`config.mk`:
```
export PLATFORM = sky130hd
export DESIGN_NAME = score_bin2bcd
export DESIGN_NICKNAME = d
export VERILOG_FILES = /design/src/rtl/score_pkg.sv /design/src/rtl/bcd_digit_adj.sv /design/src/rtl/score_bin2bcd.sv
export SDC_FILE = /design/constraint.sdc
export NUM_CORES = 1
export LEC_CHECK = 0
export CAP_MARGIN = 20
export CELL_PAD_IN_SITES_DETAIL_PLACEMENT = 1
export CELL_PAD_IN_SITES_GLOBAL_PLACEMENT = 1
export CORE_MARGIN = 8
export CORE_UTILIZATION = 40
export CTS_CLUSTER_DIAMETER = 200
export DETAILED_ROUTE_END_ITERATION = 8
export PLACE_DENSITY = 0.78
export SYNTH_ARGS = -nofsm -noshare
export SYNTH_HDL_FRONTEND = slang
export SYNTH_SLANG_ARGS = --single-unit
export TNS_END_PERCENT = 5
```
`constraint.sdc`:
```
create_clock -name clk -period 2.4 [get_ports clk]
set_input_delay 0.48 -clock clk [delete_from_list [all_inputs] [get_ports clk]]
set_output_delay 0.48 -clock clk [all_outputs]
set_load 0.05 [all_outputs]
```
`src/rtl/score_pkg.sv`:
```
`default_nettype none
// ============================================================================
// Module : score_pkg
// Desc   : Shared constants and types for the score binary-to-BCD converter.
// Rev    : 1.0 - initial release
// ============================================================================
package score_pkg;

    localparam int SCORE_BIN_W  = 14;
    localparam int SCORE_DIGITS = 4;
    localparam int SCORE_MAX    = 9999;

    typedef enum logic [1:0] {
        IDLE  = 2'd0,
        SHIFT = 2'd1,
        DONE  = 2'd2
    } score_state_t;

    typedef logic [4*SCORE_DIGITS-1:0] score_bcd_t;

endpackage : score_pkg
`default_nettype wire

```
`src/rtl/bcd_digit_adj.sv`:
```
`default_nettype none
// ============================================================================
// Module : bcd_digit_adj
// Desc   : Double-dabble digit correction: add 3 to a BCD nibble that is >= 5.
// Rev    : 1.0 - initial release
// ============================================================================
module bcd_digit_adj (
    input  logic [3:0] i_digit,
    output logic [3:0] o_digit
);

    // Inputs never exceed 9 here, so the 4-bit sum tops out at 12.
    assign o_digit = (i_digit >= 4'd5) ? (i_digit + 4'd3) : i_digit;

endmodule : bcd_digit_adj
`default_nettype wire

```
`src/rtl/score_bin2bcd.sv`:
```
`default_nettype none
// ============================================================================
// Module : score_bin2bcd
// Desc   : Iterative shift-and-add-3 binary-to-BCD converter with saturation;
//          the BCD output only changes when a conversion completes.
// Rev    : 1.0 - initial release
// ============================================================================
module score_bin2bcd
    import score_pkg::*;
#(
    parameter int BIN_W  = SCORE_BIN_W,
    parameter int DIGITS = SCORE_DIGITS
) (
    input  logic                  clk,
    input  logic                  rst,
    input  logic                  start,
    input  logic [BIN_W-1:0]      bin,
    output logic [4*DIGITS-1:0]   score_bcd,
    output logic                  ovf,
    output logic                  busy,
    output logic                  done
);

    localparam int unsigned          c_max_val  = 10 ** DIGITS - 1;
    localparam int                   c_bcd_w    = 4 * DIGITS;
    localparam int                   c_cnt_w    = $clog2(BIN_W + 1);
    localparam logic [BIN_W-1:0]     c_max_bin  = BIN_W'(c_max_val);
    localparam logic [c_cnt_w-1:0]   c_cnt_init = c_cnt_w'(BIN_W - 1);
    localparam logic [c_cnt_w-1:0]   c_cnt_one  = c_cnt_w'(1);

    score_state_t         r_state;
    score_state_t         w_state_nxt;

    logic [BIN_W-1:0]     r_shreg;
    logic [c_bcd_w-1:0]   r_work;
    logic [c_cnt_w-1:0]   r_cnt;
    logic                 r_ovf_pend;
    logic [c_bcd_w-1:0]   r_score;
    logic                 r_ovf;
    logic                 r_done;

    logic                 w_over;
    logic [c_bcd_w-1:0]   w_adj;
    logic [c_bcd_w-1:0]   w_work_nxt;
    logic [BIN_W-1:0]     w_shreg_nxt;
    logic                 w_unused_msb;

    assign w_over = (32'(bin) > c_max_val);

    genvar gi;
    for (gi = 0; gi < DIGITS; gi++) begin : g_digit_adj
        bcd_digit_adj u_adj (
            .i_digit (r_work[4*gi +: 4]),
            .o_digit (w_adj[4*gi +: 4])
        );
    end

    // The adjusted top bit is always zero for a saturated input, so it is dropped.
    assign {w_unused_msb, w_work_nxt, w_shreg_nxt} = {w_adj, r_shreg, 1'b0};

    always_ff @(posedge clk) begin
        if (rst) begin
            r_state <= IDLE;
        end else begin
            r_state <= w_state_nxt;
        end
    end

    always_comb begin
        w_state_nxt = r_state;
        case (r_state)
            IDLE:    if (start) w_state_nxt = SHIFT;
            SHIFT:   if (r_cnt == '0) w_state_nxt = DONE;
            DONE:    w_state_nxt = IDLE;
            default: w_state_nxt = IDLE;
        endcase
    end

    always_ff @(posedge clk) begin
        if (rst) begin
            r_shreg    <= '0;
            r_work     <= '0;
            r_cnt      <= '0;
            r_ovf_pend <= 1'b0;
            r_score    <= '0;
            r_ovf      <= 1'b0;
            r_done     <= 1'b0;
        end else begin
            r_done <= (r_state == DONE);
            case (r_state)
                IDLE: begin
                    if (start) begin
                        r_shreg    <= w_over ? c_max_bin : bin;
                        r_ovf_pend <= w_over;
                        r_work     <= '0;
                        r_cnt      <= c_cnt_init;
                    end
                end
                SHIFT: begin
                    r_work  <= w_work_nxt;
                    r_shreg <= w_shreg_nxt;
                    r_cnt   <= r_cnt - c_cnt_one;
                end
                DONE: begin
                    r_score <= r_work;
                    r_ovf   <= r_ovf_pend;
                end
                default: ;
            endcase
        end
    end

    assign score_bcd = r_score;
    assign ovf       = r_ovf;
    assign done      = r_done;
    assign busy      = (r_state != IDLE);

endmodule : score_bin2bcd
`default_nettype wire

```
==> metrics.csv, run 1 <==
metric,value,unit
status,"complete, no violations",
Die Area,8590,sq um
Slowest Stage Delay on Critical Path,800,ps
WL/cell,15.3,microns
Reg area,1100,sq um
vias in the first global route,2257,
CP endpoint kind,primary output,
Post-Syn Area,2350,sq um
DP HPWL,4300,microns
min Tclk post-route,2220,ps
fin nets,339,
core area,5820,sq um
Place WS,118,ps
Critical Path Fanout Max,8,
routed via count,2063,
crit path DAT,1740,ps
Slew headroom,41.6,%
Worst Max-Slew Pin Slew,872,ps
Cells after Synth,278,
R2R Path Start,r_state[0]$_SDFFE_PP0P_,
total CTS buffers,5,
Leak,1.07,nW
CTS sink count,55,
Initial Utilization,40.5,%
H-tree levels,2,
Tcrit/Tclk final,92.5,%
DRT Wirelength,5950,microns
Worst-Skew Late Latency,300,ps
final hold vios,0,
grt ovf,0,
max frequency,451,MHz
setup bufs post-CTS,0,
I/O pin count,36,
top post-synthesis cells by area,"dfxtp_1, a21oi_1, nand2_1",
Crit-path slowest cell,clkdlybuf4s50_1,
Syn. warnings,0,
Root Driver,clkbuf_8,
initial antenna violation count,0,
slack of the critical path,181,ps
die extent in x,92.7,microns
Clock Pin Slew Worst Setup and Hold Paths,90,ps
Worst R2R Path Depth,3,
setup TNS,0,ps
largest net degree at the start of global routing,34,
post-synth top area share,46.8,%
"flops & latches, synth",55,
die height,92.7,microns
Hold Path Origin,ovf$_SDFFE_PP0P_,
Synth area leader,dfxtp_1,
CTS tree,done,
multi-input gate area in the final layout,1140,sq um
hold path endpoint,ovf$_SDFFE_PP0P_,
Final Slew Violations,0,
register area share after synthesis,46.8,%
vias per inst,5.30,
Worst R2R End,r_work[8]$_SDFFE_PP0P_,
gpl congestion,0.790,
WP data required,1920,ps
Mapped Avg Cell Area,8.47,sq um
worst hold stages,2,
drc violations,0,
ratio of cells with drive above 1 in the final layout,5.73,%
Initial DRC Count,70,
Yosys cell types,33,
Area Overhead vs Synth,23.0,%
clock tree buffer depth,2,
hold crit path type,register to register,
Power Density,616,nW/um^2
Max-Cap Viols,0,
post-synth net total,304,
RSZ-0062 raised after global routing,no,
post-cts sizing count,0,
Fillers,725,
skew final,3.09,ps
total track usage,14.9,%
worst path cell trace,"or2_2, clkdlybuf4s50_1",
first-pass GRT wire length,10500,microns
Crit Path Class,register to primary output,
cts hold-fix bufs,0,
CP Launch Type,register,
VDD IR-drop max,0.276,mV
row count,28,
final setup vio count,0,
Post-DRT Antenna Nets,0,
I/O Buffers,35,
ant diodes,0,
"setup slack, reg-to-reg",640,ps
Initial DRT Pass Iterations,4,
==> cells in the final DEF, fill, tap and decap left out, types with 2 or more instances in the layout <==
master,n
a21oi_1,35
a222oi_1,4
a22o_1,11
a22oi_1,2
buf_4,8
clkbuf_8,7
clkdlybuf4s50_1,35
dfxtp_1,55
ha_1,9
inv_1,12
mux2i_1,4
nand2_1,40
nand2b_1,5
nand3_1,5
nor2_1,37
nor3_1,6
nor4_1,6
o21ai_0,7
o221a_1,3
or2_4,2
xnor2_1,5
xor2_1,4
==> worst max-delay path: cells and delay by family, from the launching register on <==
family                 cells  cell delay [ps]
buffers and inverters      1              800
flip-flops                 1              460
AND/OR/NAND/NOR            1              170
==> logic make-up after synthesis <==
family          Yosys count  synth area share, %
simple gates            107                 20.2
compound gates           67                 18.6
flops                    55                 46.8
buf+inv                  27                 4.63
xor+xnor                  9                 3.35
fa+ha+maj                 9                 4.78
mux                       4                 1.70
==> metrics by stage <==
| stage | hold WS [ps] | total power [mW] | utilization (%) | instance area (sq um) | std cells |
|---|---|---|---|---|---|
| 2_1_floorplan | 432 | 1.15 | - | 2350 | 278 |
| 3_3_place_gp | 440 | 1.24 | 48.0 | 2790 | 381 |
| 3_5_place_dp | 447 | 1.25 | 48.0 | 2790 | 381 |
| 4_1_cts | 460 | 1.80 | 49.8 | 2890 | 389 |
| 5_1_grt | 477 | 1.87 | 49.8 | 2890 | 389 |
| 6_report | 457 | 1.78 | 49.8 | 2890 | 389 |
==> layout make-up <==
cell class / instances / share of cell area (%)
Clock buffer: 8 / 3.46
Multi-Input combinational cell: 196 / 39.5
Inverter: 12 / 1.56
Tap cell: 75 / 3.24
Timing Repair Buffer: 43 / 14.2
Sequential cell: 55 / 38.0
==> Yosys cell counts (all sizes together) <==
master / instances
a211o: 1
a21oi: 35
a222oi: 4
a22o: 11
a22oi: 2
a31oi: 1
and2: 1
and2b: 1
and4: 1
buf: 3
clkbuf: 12
dfxtp: 55
ha: 9
inv: 12
mux2i: 4
nand2: 40
nand2b: 5
nand3: 5
nor2: 37
nor3: 6
nor4: 6
o21a: 1
o21ai: 7
o21bai: 1
o221a: 3
o41a: 1
or2: 3
or2b: 1
or3b: 1
xnor2: 5
xor2: 4
==> per-layer routing <==
layer / vias to the layer above / GRT usage, % / wire [microns]
li1: 1020 / - / -
met1: 995 / 17.4 / 2770
met2: 39 / 26.1 / 2850
met3: 9 / 3.80 / 239
met4: 0 / 4.70 / 97
met5: - / 0 / 0
==> worst max-delay path by stage <==
stage	startpoint	to	slack [ps]	cells past startpoint
floorplan	start	r_shreg[1]$_SDFFE_PP0P_	610	5
global route	r_state[0]$_SDFFE_PP0P_	busy	100	2
CTS	r_state[0]$_SDFFE_PP0P_	busy	150	2
detailed placement	start	r_shreg[7]$_SDFFE_PP0P_	120	6
finish	r_state[0]$_SDFFE_PP0P_	busy	180	2
global placement	start	r_shreg[2]$_SDFFE_PP0P_	170	5
==> sequential cells by signal, indices dropped and copies added (netlist names) <==
register / cells
ovf: 1
done: 1
r_shreg: 14
score_bcd: 16
r_cnt: 4
r_ovf_pend: 1
r_state: 2
r_work: 16
==> power breakdown <==
group          switching, mW  total (mW)  internal [mW]
clock network          0.293       0.557          0.264
logic                  0.141       0.244          0.103
registers             0.0294       0.981          0.952
total                  0.464        1.78           1.32
Power figures use the tool's default switching activity.
==> inputs of run 2 (changes only) <==
--- a/config.mk
+++ b/config.mk
@@ -5,7 +5,7 @@
 export SDC_FILE = /design/constraint.sdc
 export NUM_CORES = 1
 export LEC_CHECK = 0
-export CAP_MARGIN = 20
+export CAP_MARGIN = 40
 export CELL_PAD_IN_SITES_DETAIL_PLACEMENT = 1
 export CELL_PAD_IN_SITES_GLOBAL_PLACEMENT = 1
 export CORE_MARGIN = 8
==> run 2 against run 1 <==
Net effect:
- clock skew about the same
- first-iteration DRC count increased by 33%
- non-clock buffer count increased by 1
- final area increased by 0.26%
- critical path depth unchanged
- sequential share of layout area decreased by 0.098 points
- count of clock-buffer cells in the layout unchanged
- via count decreased by 0.15%
- wire length decreased by 1.2%
- die area unchanged
- highest routed layer unchanged
==> metrics.csv, run 2 (same netlist as run 1, synthesis figures left out) <==
metric,value,unit
status,"complete, no violations",
setup bufs post-CTS,0,
Area Overhead vs Synth,23.3,%
Initial Utilization,40.5,%
die height,92.7,microns
WL/cell,15.1,microns
min Tclk post-route,2210,ps
VDD IR-drop max,0.233,mV
Slew headroom,42.6,%
final hold vios,0,
drc violations,0,
skew final,2.78,ps
Tcrit/Tclk final,92.1,%
core area,5820,sq um
Initial DRC Count,93,
ratio of cells with drive above 1 in the final layout,6.03,%
largest net degree at the start of global routing,34,
CP Launch Type,register,
hold crit path type,register to register,
Max-Cap Viols,0,
DRT Wirelength,5880,microns
grt ovf,0,
Die Area,8590,sq um
Clock Pin Slew Worst Setup and Hold Paths,90,ps
clock tree buffer depth,2,
Leak,1.08,nW
I/O Buffers,35,
vias in the first global route,2242,
CP endpoint kind,primary output,
setup TNS,0,ps
Worst Max-Slew Pin Slew,857,ps
crit path DAT,1730,ps
cts hold-fix bufs,0,
total CTS buffers,5,
Worst-Skew Late Latency,310,ps
final setup vio count,0,
Initial DRT Pass Iterations,4,
Inst Count DP,382,
RSZ-0062 raised after global routing,no,
WP data required,1920,ps
gpl congestion,0.790,
Fin Hold WS,457,ps
Total Power,1.78,mW
post-cts sizing count,0,
Power Density,615,nW/um^2
Post-DRT Antenna Nets,0,
"Core Util, Final",49.9,%
total track usage,14.7,%
Root Driver,clkbuf_8,
die extent in x,92.7,microns
CTS tree,done,
routed via count,2060,
Final Slew Violations,0,
DP HPWL,4340,microns
I/O pin count,36,
Critical Path Fanout Max,8,
max frequency,452,MHz
Crit Path Class,register to primary output,
"commonest non-fill, non-tap cell in the layout",dfxtp_1,
first-pass GRT wire length,10300,microns
H-tree levels,2,
row count,28,
"commonest cells after routing, fill and taps aside","dfxtp_1, nand2_1, nor2_1",
ant diodes,0,
initial antenna violation count,0,
vias per inst,5.28,
CTS sink count,55,
"non-filler cells, final",390,
fin nets,340,
-- run 2: cell count changes in the layout (fill, tap and decap cells not counted) --
cell / previous run / this run
buf_4: 8 / 9
-- run 2: layer usage --
| metal | GRT usage (%) | vias to the layer above | routed length (microns) |
|---|---|---|---|
| li1 | - | 1026 | - |
| met1 | 17.0 | 989 | 2760 |
| met2 | 26.0 | 35 | 2820 |
| met3 | 3.64 | 10 | 219 |
| met4 | 4.70 | 0 | 80 |
| met5 | 0 | - | 0 |
-- run 2: cell type report --
class	instances	area (sq um)
clock buffer	8	100
fill	722	2910
inverter	12	45.0
multi-input combinational	196	1140
sequential	55	1100
tap	75	93.8
timing repair buffer	44	418
-- run 2: worst paths after layout --
path	from	slack (ps)	end	cells past startpoint
worst max-delay path	r_state[0]$_SDFFE_PP0P_	190	busy	2
worst min-delay path	ovf$_SDFFE_PP0P_	460	ovf$_SDFFE_PP0P_	2
worst max register to register	r_state[0]$_SDFFE_PP0P_	640	r_work[6]$_SDFFE_PP0P_	3
worst min register to register	ovf$_SDFFE_PP0P_	460	ovf$_SDFFE_PP0P_	2
-- run 2: stage by stage --
stage / area [sq um] / worst slack [ps]
floorplan: 2350 / 607
global placement: 2790 / 174
detailed placement: 2800 / 112
CTS: 2900 / 157
global route: 2900 / 97.0
finish: 2900 / 189
-- run 2: worst max-delay path, cell delays in order, from the launching register on --
cell	delay [ps]
dfxtp_1	460
or2_2	170
clkdlybuf4s50_1	800
-- run 2: report_power, final --
part	switching (mW)	internal [mW]	total [mW]
Clock	0.293	0.264	0.557
Sequential	0.0292	0.952	0.981
Combinational	0.142	0.104	0.246
Total	0.464	1.32	1.78
==> inputs of run 3 (changes only) <==
--- a/config.mk
+++ b/config.mk
@@ -12,6 +12,7 @@
 export CORE_UTILIZATION = 40
 export CTS_CLUSTER_DIAMETER = 200
 export DETAILED_ROUTE_END_ITERATION = 8
+export HOLD_SLACK_MARGIN = 0.06
 export PLACE_DENSITY = 0.78
 export SYNTH_ARGS = -nofsm -noshare
 export SYNTH_HDL_FRONTEND = slang
==> results of run 3 <==
Same layout as run 2: the final DEF is identical, and so are final timing and power.
